### src/rtl/div_pkg.sv
// Shared constants for the iterative restoring divider: operand width,
// counter phases and the divide-by-zero quotient.
package div_pkg;

    localparam int DIV_W = 32;

    // Counter phases: LOAD latches operands, 1..DIV_W iterate, DONE holds the result.
    localparam int LOAD  = 0;
    localparam int DONE  = DIV_W + 1;
    localparam int CNT_W = $clog2(DIV_W + 2);

    localparam logic [DIV_W-1:0] DIV0_QUOT = '1;

endpackage

### src/rtl/seq_divider_if.sv
// run/stall handshake and operand/result bus between the execute stage and the divider.
interface seq_divider_if #(
    parameter int W = 32
);

    logic         run;
    logic         u;
    logic [W-1:0] x;
    logic [W-1:0] y;
    logic         stall;
    logic [W-1:0] quot;
    logic [W-1:0] rem;

    modport master (
        output run, u, x, y,
        input  stall, quot, rem
    );

    modport slave (
        input  run, u, x, y,
        output stall, quot, rem
    );

endinterface

### src/rtl/div_step.sv
// One restoring-division step: shift the next dividend bit into the partial
// remainder and keep the trial difference when it is non-negative.
module div_step #(
    parameter int W = 32
) (
    input  logic [W:0]   r,
    input  logic         qmsb,
    input  logic [W-1:0] d,
    output logic [W:0]   r_next,
    output logic         qbit
);

    // r stays below d, so {r, qmsb} fits in W+1 bits and the top bit of diff is its sign.
    logic signed [W+1:0] diff;

    always_comb begin
        diff   = $signed({r, qmsb}) - $signed({2'b00, d});
        qbit   = ~diff[W+1];
        r_next = qbit ? diff[W:0] : {r[W-1:0], qmsb};
    end

endmodule

### src/rtl/seq_divider.sv
// Iterative one-bit-per-cycle restoring divider with unsigned and floor
// (signed dividend) modes, held in execute through the run/stall handshake.
module seq_divider
    import div_pkg::*;
#(
    parameter int W = DIV_W
) (
    input  logic          clk,
    input  logic          rst,
    seq_divider_if.slave  bus
);

    logic [CNT_W-1:0] s;
    logic [W:0]       r;
    logic [W-1:0]     q;
    logic [W-1:0]     d;
    logic [W-1:0]     x_held;
    logic             neg;
    logic             zero;

    logic [W:0]       r_step;
    logic             q_bit;
    logic             load;
    logic             iter;
    logic             neg_in;
    logic [W-1:0]     quot_c;
    logic [W-1:0]     rem_c;

    function automatic logic [CNT_W-1:0] sat_inc(input logic [CNT_W-1:0] v);
        return (v == CNT_W'(DONE)) ? v : v + 1'b1;
    endfunction

    assign load   = bus.run && (s == CNT_W'(LOAD));
    assign iter   = bus.run && (s != CNT_W'(LOAD)) && (s != CNT_W'(DONE));
    assign neg_in = bus.u & bus.x[W-1];

    div_step #(.W(W)) u_step (
        .r      (r),
        .qmsb   (q[W-1]),
        .d      (d),
        .r_next (r_step),
        .qbit   (q_bit)
    );

    always_ff @(posedge clk) begin
        if (!rst) begin
            s      <= '0;
            r      <= '0;
            q      <= '0;
            d      <= '0;
            x_held <= '0;
            neg    <= 1'b0;
            zero   <= 1'b0;
        end else begin
            s <= bus.run ? sat_inc(s) : '0;
            if (load) begin
                // Magnitude of a negative dividend; 0x80..0 maps onto 2^(W-1) unchanged.
                q      <= neg_in ? -bus.x : bus.x;
                d      <= bus.y;
                r      <= '0;
                x_held <= bus.x;
                neg    <= neg_in;
                zero   <= (bus.y == '0);
            end else if (iter) begin
                r <= r_step;
                q <= {q[W-2:0], q_bit};
            end
        end
    end

    // Floor fix-up: a non-zero remainder pulls the negated quotient down by one.
    always_comb begin
        quot_c = q;
        rem_c  = r[W-1:0];
        if (zero) begin
            quot_c = DIV0_QUOT;
            rem_c  = x_held;
        end else if (neg) begin
            if (r[W-1:0] == '0) begin
                quot_c = -q;
                rem_c  = '0;
            end else begin
                quot_c = ~q;
                rem_c  = d - r[W-1:0];
            end
        end
    end

    assign bus.quot  = quot_c;
    assign bus.rem   = rem_c;
    assign bus.stall = bus.run && (s != CNT_W'(DONE));

endmodule

### src/flat_wrapper.sv
// flat-port wrapper written by rule: the top's interface ports become plain ports
module seq_divider_flat import div_pkg::*;
#(
    parameter int W = DIV_W
)
  (clk, rst, bus_run, bus_u, bus_x, bus_y, bus_stall, bus_quot, bus_rem);
  seq_divider_if #(.W(W)) bus_i ();
  input  logic clk;
  input  logic rst;
  input wire logic [$bits(bus_i.run)-1:0] bus_run;
  input wire logic [$bits(bus_i.u)-1:0] bus_u;
  input wire logic [$bits(bus_i.x)-1:0] bus_x;
  input wire logic [$bits(bus_i.y)-1:0] bus_y;
  output wire logic [$bits(bus_i.stall)-1:0] bus_stall;
  output wire logic [$bits(bus_i.quot)-1:0] bus_quot;
  output wire logic [$bits(bus_i.rem)-1:0] bus_rem;
  assign bus_i.run = bus_run;
  assign bus_i.u = bus_u;
  assign bus_i.x = bus_x;
  assign bus_i.y = bus_y;
  assign bus_stall = bus_i.stall;
  assign bus_quot = bus_i.quot;
  assign bus_rem = bus_i.rem;
  seq_divider #(.W(W)) u_core (.clk(clk), .rst(rst), .bus(bus_i));
endmodule
### config.mk
export PLATFORM = sky130hd
export DESIGN_NAME = seq_divider_flat
export DESIGN_NICKNAME = d
export VERILOG_FILES = /design/src/rtl/div_pkg.sv /design/src/rtl/seq_divider_if.sv /design/src/rtl/div_step.sv /design/src/rtl/seq_divider.sv /design/src/flat_wrapper.sv
export SDC_FILE = /design/constraint.sdc
export NUM_CORES = 1
export LEC_CHECK = 0
export CAP_MARGIN = 0
export CORE_UTILIZATION = 60
export CTS_BUF_LIST = sky130_fd_sc_hd__clkbuf_4
export CTS_CLUSTER_DIAMETER = 200
export CTS_CLUSTER_SIZE = 16
export DETAILED_ROUTE_END_ITERATION = 6
export PLACE_DENSITY_LB_ADDON = 0.1
export RECOVER_POWER = 50
export SYNTH_ARGS = -nofsm -noshare
export SYNTH_HDL_FRONTEND = slang
export SYNTH_SLANG_ARGS = --single-unit
### constraint.sdc
create_clock -name clk -period 9.6 [get_ports clk]
set_input_delay 1.92 -clock clk [delete_from_list [all_inputs] [get_ports clk]]
set_output_delay 1.92 -clock clk [all_outputs]
set_load 0.1 [all_outputs]
==> run summary, run 1 <==
DRT Pass-1 Iters - 6
Avg WL per Cell - 18.38 um
antenna cells - 0
Final ANT Viol Nets - 0
total track usage - 35.23%
Rel. slew slack - -54.35%
die area - 0.01861 mm2
Worst setup EP type - output pin
Tcrit/Tclk final - 73.80%
min Tclk post-route - 7085 ps
CTS max path bufs - 2
Worst Max-Slew Pin Slew - 2315 ps
crit path DAT - 5160 ps
Post-CTS Setup Repair Bufs - 0
initial drt markers - 947
synth warn - 0
Post-CTS Hold Fix Bufs - 0
crit-path cells - inv_1 -> ha_1 -> fa_1 -> nand2b_1 -> a21o_1 -> a31oi_1 -> o21ai_0 -> a211oi_1 -> or2_2 -> a21oi_1 -> xor2_1 -> o21ai_0 -> clkdlybuf4s50_1
CTS tree - built
Worst setup SP type - flop
largest net degree at the start of global routing - 63
Main synth FF type - dfxtp_1
Tot Pwr - 2.347 mW
Post-synth EDFFs - 0
leakage dissipation - 4.977 nW
Logic pwr share - 53.4%
DRC Markers - 0
area occupied by multi-input gates - 0.007473 mm2
failing checks - max-capacitance violations, max-slew violations
RSZ-0062 raised after global routing - false
Post-Synth Simple-Gate Area - 19.26%
HPWL after detailed placement - 24.48 mm
routed vias - 11320
internal power - 1.263 mW
total gr overflow - 0
register area - 0.002744 mm2
GPL Wtd Cong - 0.9837
Worst IR Drop VDD - 0.0001270 V
Crit-path slowest cell - clkdlybuf4s50_1
Max FO, Critical Path - 5
vias per cell - 6.330
P&R area growth vs syn - 15.95%
# setup viols final - 0
post-route setup TNS - 0 ps
Skew-Pair Late Insertion Delay - 580 ps
switch share - 46.18%
register area share after synthesis - 25.29%
PwrDens - 186.7 mW/mm2
clk_skew - 27.89 ps
final net count - 1688
Post-Synthesis Cell Area - 0.01084 mm2
Root Driver - clkbuf_4
Filler Cell Count - 1522
run status - finished, violations left
H-tree Lvls - 4
Synth cell types - 68
height of the die - 136.4 um
fin. max-slew vios - 139
share of post-route cells with drive strength above 1 - 4.223%
Syn Inst Count - 1463
power share of the clock group - 18.4%
row count - 48
first-pass GRT wire length - 51.36 mm
Compound-Gate Fraction of Synth Area - 29.19%
clock-pin slew on the worst setup and hold paths - 120 ps
sequential power share - 28.2%
syn_nets - 1601
CTS buffer count - 17
Die X - 136.4 um
vias in the first global route - 10180
crit path kind - reg -> out
Placed Cells - 1756
placed instance area - 0.01227 mm2
Finished Cell Area - 0.01257 mm2
Total Wirelength - 32.86 mm
XOR/XNOR Fraction of Synth Area - 9.289%
required time worst endpoint - 7680 ps
max incr delay on CP - 1210 ps
fraction of registers with async set/reset - 0%
most frequent cells in the layout - nand2_1 (200), dfxtp_1 (136), a21oi_1 (135)
Psw - 1.084 mW
largest family of logic cells by synthesized area - compound AO/OA/AOI/OAI gates
clk sink count - 137
Crit path top cell by count - o21ai_0
Final Hold Vio Count - 0
Starting Density - 62.04%
fin cells - 1788
syn avg cell area - 7.411 um2
Min-Delay Path Class - reg -> reg
Core Area - 0.01748 mm2
FMAX - 0.1411 GHz
commonest non-fill, non-tap cell in the layout - nand2_1
Seq cells post-synth - 137
post-CTS resize count - 0
number of port buffers - 132
mux contribution to synthesized area - 2.793%
initial antenna violation count - 0
synthesized-area fraction occupied by adder cells - 8.216%
maxcap violations - 3
I/O pin total - 133
## power groups by stage
stage	sequential, mW	clock (mW)	combinational [mW]
CTS	0.660	0.435	1.23
global placement	0.672	0	1.21
finish	0.662	0.432	1.25
floorplan	0.655	0	0.952
global route	0.667	0.456	1.34
detailed placement	0.673	0	1.23
## logic make-up (layout without fill, tap and decap cells)
kind of cell	count (synthesis)	after routing
xor+xnor	115	115
fa+ha+maj	70	70
flops	137	137
compound gates	495	495
simple gates	445	445
mux	30	30
buf+inv	171	271
## registers in the layout, indices dropped and copies added (netlist names)
register       cells
u_core.x_held     32
u_core.s           6
u_core.q          32
u_core.zero        1
u_core.r          33
u_core.neg         1
u_core.d          32
## cells in the mapped netlist, types with 18 or more instances
library cell	number	area [um2]
inv_1	92	345.3
nor4_1	25	156.4
nor2_1	73	274.0
clkbuf_1	67	251.5
dfxtp_1	137	2743
o221ai_1	18	157.7
nand3_1	30	150.1
a21o_1	23	172.7
mux2i_1	28	280.3
xor2_1	64	560.5
ha_1	68	850.8
nand2_1	200	750.7
a21oi_1	135	675.7
nor3_1	22	110.1
xnor2_1	51	446.7
a21boi_0	32	240.2
o21ai_0	133	665.6
## through the flow
| step | setup WS, ps | utilization (%) | hold WS [ps] |
|---|---|---|---|
| 2_1_floorplan | 2237 | - | 443.5 |
| 3_3_place_gp | 3385 | 70.19 | 452.3 |
| 3_5_place_dp | 3356 | 70.19 | 457.0 |
| 4_1_cts | 2677 | 71.98 | 473.2 |
| 5_1_grt | 2202 | 71.94 | 499.5 |
| 6_report | 2515 | 71.94 | 475.8 |
## routing by layer
metal | wire length, um | vias to the layer above | GRT usage [%]
met3 | 2421 | 84 | 5.406
met4 | 1107 | 0 | 15.68
met1 | 14100 | 5308 | 45.92
li1 | - | 5440 | -
met2 | 15240 | 486 | 57.11
met5 | 0 | - | 0
## path summary, 6_finish.rpt
path                                         from           endpoint  slack, ps  cells after the start
worst max-delay path                  u_core.d[0]        bus_rem[22]       2520                     13
worst min-delay path            u_core.x_held[17]  u_core.x_held[17]        480                      2
worst max register to register        u_core.d[8]       u_core.r[18]       5450                     11
worst min register to register  u_core.x_held[17]  u_core.x_held[17]        480                      2
## cell type report
class / instances / area share [%]
Clock inverter: 14 / 1.413
Multi-Input combinational cell: 1155 / 59.44
Inverter: 95 / 2.836
Timing Repair Buffer: 144 / 11.17
Clock buffer: 18 / 1.075
Sequential cell: 137 / 21.83
Tap cell: 225 / 2.239
## critical path: cells and delay by family (launching register included)
kind | cells | cell delay [ps]
compound gates | 6 | 1760
buf+inv | 2 | 1270
fa+ha+maj | 2 | 610
simple gates | 2 | 430
flops | 1 | 370
xor+xnor | 1 | 140
Power figures use the tool's default switching activity.
==> run 2: changes to the inputs <==
--- a/config.mk
+++ b/config.mk
@@ -6,7 +6,7 @@
 export NUM_CORES = 1
 export LEC_CHECK = 0
 export CAP_MARGIN = 0
-export CORE_UTILIZATION = 60
+export CORE_UTILIZATION = 59
 export CTS_BUF_LIST = sky130_fd_sc_hd__clkbuf_4
 export CTS_CLUSTER_DIAMETER = 200
 export CTS_CLUSTER_SIZE = 16
==> constraint.sdc (replaced) <==
create_clock -name clk -period 7.1 [get_ports clk]
set_input_delay 1.42 -clock clk [delete_from_list [all_inputs] [get_ports clk]]
set_output_delay 1.42 -clock clk [all_outputs]
set_load 0.1 [all_outputs]
==> run summary, run 2 (synthesis results as in run 1) <==
Largest register FFs - 33 (unchanged)
Worst setup SP type - flop (unchanged)
vias in the first global route - 10390 (was 10180)
initial antenna violation count - 0 (unchanged)
CTS max path bufs - 2 (unchanged)
FMAX - 0.1607 GHz
H-tree Lvls - 4 (unchanged)
most frequent cells in the layout - nand2_1 (200), dfxtp_1 (136), a21oi_1 (135) (unchanged)
largest net degree at the start of global routing - 63 (unchanged)
Worst setup EP type - output pin (unchanged)
Worst Max-Slew Pin Slew - 2413 ps (was 2315 ps)
run status - finished, violations left (unchanged)
maxcap violations - 2 (was 3)
hold slack - 477.2 ps (was 475.8 ps)
P&R area growth vs syn - 15.57% (was 15.95%)
Core Area - 0.01796 mm2 (was 0.01748 mm2)
crit path kind - reg -> out (unchanged)
number of port buffers - 132 (unchanged)
PwrDens - 253.4 mW/mm2 (was 186.7 mW/mm2)
post-CTS resize count - 0 (unchanged)
fin. max-slew vios - 108 (was 139)
Tcrit/Tclk final - 87.67%
Post-CTS Setup Repair Bufs - 0 (unchanged)
Max FO, Critical Path - 6 (was 5)
DRC Markers - 0 (unchanged)
min Tclk post-route - 6224 ps
clock-pin slew on the worst setup and hold paths - 120 ps (about the same)
clk sink count - 137 (unchanged)
Final ANT Viol Nets - 0 (unchanged)
Post-CTS Hold Fix Bufs - 0 (unchanged)
Skew-Pair Late Insertion Delay - 580 ps (about the same)
failing checks - max-capacitance violations, max-slew violations (unchanged)
GPL Wtd Cong - 0.9931 (was 0.9837)
share of post-route cells with drive strength above 1 - 5.502% (was 4.223%)
Placed Cells - 1761 (was 1756)
HPWL after detailed placement - 24.75 mm (was 24.48 mm)
total gr overflow - 0 (unchanged)
CTS buffer count - 17 (unchanged)
I/O pin total - 133 (unchanged)
Final Hold Vio Count - 0 (unchanged)
Total Wirelength - 33.45 mm (was 32.86 mm)
DRT Pass-1 Iters - 5 (was 6)
vias per cell - 6.242 (was 6.330)
CTS tree - built (unchanged)
Avg WL per Cell - 18.65 um (was 18.38 um)
largest reg by FF count - u_core.r (unchanged)
RSZ-0062 raised after global routing - false (unchanged)
Root Driver - clkbuf_4 (unchanged)
final net count - 1689 (was 1688)
Worst IR Drop VDD - 0.0002323 V (was 0.0001270 V)
Rel. slew slack - -60.88% (was -54.35%)
post-route setup TNS - 0 ps (unchanged)
total track usage - 35.83% (was 35.23%)
Die X - 137.6 um (was 136.4 um)
commonest non-fill, non-tap cell in the layout - nand2_1 (unchanged)
Filler Cell Count - 1561 (was 1522)
required time worst endpoint - 5680 ps (was 7680 ps)
height of the die - 137.6 um (was 136.4 um)
routed vias - 11200 (was 11320)
# setup viols final - 0 (unchanged)
clk_skew - 26.08 ps (was 27.89 ps)
crit path DAT - 4800 ps (was 5160 ps)
leakage dissipation - 5.014 nW (was 4.977 nW)
row count - 49 (was 48)
first-pass GRT wire length - 52.41 mm (was 51.36 mm)
die area - 0.01892 mm2 (was 0.01861 mm2)
fin cells - 1794 (was 1788)
Starting Density - 60.36% (was 62.04%)
initial drt markers - 877 (was 947)
Min-Delay Path Class - reg -> reg (unchanged)
## run 2: changes by cell type in the layout (fill, tap and decap cells not counted), sizes merged
cell / change
buf: +20
clkbuf: -1
clkdlybuf4s50: -19
diode: +2
## run 2: report_power, final
part / leakage [nW] / switching [mW] / total, mW / internal, mW
clock: 0.162 / 0.309 / 0.583 / 0.274
combinational: 3.73 / 1.10 / 1.70 / 0.600
sequential: 1.12 / 0.0689 / 0.894 / 0.825
total: 5.01 / 1.48 / 3.18 / 1.70
## run 2: worst paths after layout
check / start / end / slack [ps] / depth (start not counted)
worst min register to register: u_core.x_held[17] / u_core.x_held[17] / 480 / 2
worst max register to register: u_core.d[1] / u_core.r[27] / 2830 / 11
worst max-delay path: u_core.r[0] / bus_rem[22] / 880 / 13
worst min-delay path: u_core.x_held[17] / u_core.x_held[17] / 480 / 2
## run 2: metrics by stage
step / util (%) / setup WS, ps / power (mW) / cell area (um2)
floorplan: - / 237.3 / 2.172 / 10840
global placement: 68.11 / 1540 / 2.562 / 12230
detailed placement: 68.11 / 1567 / 2.574 / 12230
CTS: 69.81 / 904.5 / 3.157 / 12540
global route: 69.73 / 575.2 / 3.348 / 12530
finish: 69.76 / 875.6 / 3.175 / 12530
## run 2: area by class of cell
class	count	area, um2	share of cell area (%)
multi-input cells	1155	7468	59.60
flip-flops and latches	137	2744	21.90
repair buffers	145	1364	10.88
inverters	95	356.6	2.846
well taps	229	286.5	2.287
clock inverters	14	178.9	1.428
clock buffers	17	127.6	1.018
diodes	2	5.005	0.03994
## run 2: worst max-delay path, stage by stage (launching register included)
cell and delay [ps]:
dfxtp_1 390, ha_1 240, fa_1 400, nand2b_1 180, a21o_1 180, a31oi_1 260
o21ai_0 240, a211oi_1 290, buf_4 190, or2_2 150, a21oi_1 80, xor2_1 150
o21ai_0 300, clkdlybuf4s50_1 1210
## run 2: per-layer routing
layer | wire (um) | track usage [%]
met1 | 14790 | 46.56
met4 | 1377 | 18.07
met3 | 2068 | 4.857
met2 | 15210 | 57.84
met5 | 0 | 0
==> run 3: changes to the inputs <==
--- a/config.mk
+++ b/config.mk
@@ -13,6 +13,7 @@
 export DETAILED_ROUTE_END_ITERATION = 6
 export PLACE_DENSITY_LB_ADDON = 0.1
 export RECOVER_POWER = 50
+export SKIP_LAST_GASP = 1
 export SYNTH_ARGS = -nofsm -noshare
 export SYNTH_HDL_FRONTEND = slang
 export SYNTH_SLANG_ARGS = --single-unit
==> results of run 3 <==
No change in the layout: final DEF, timing and power equal those of run 2.
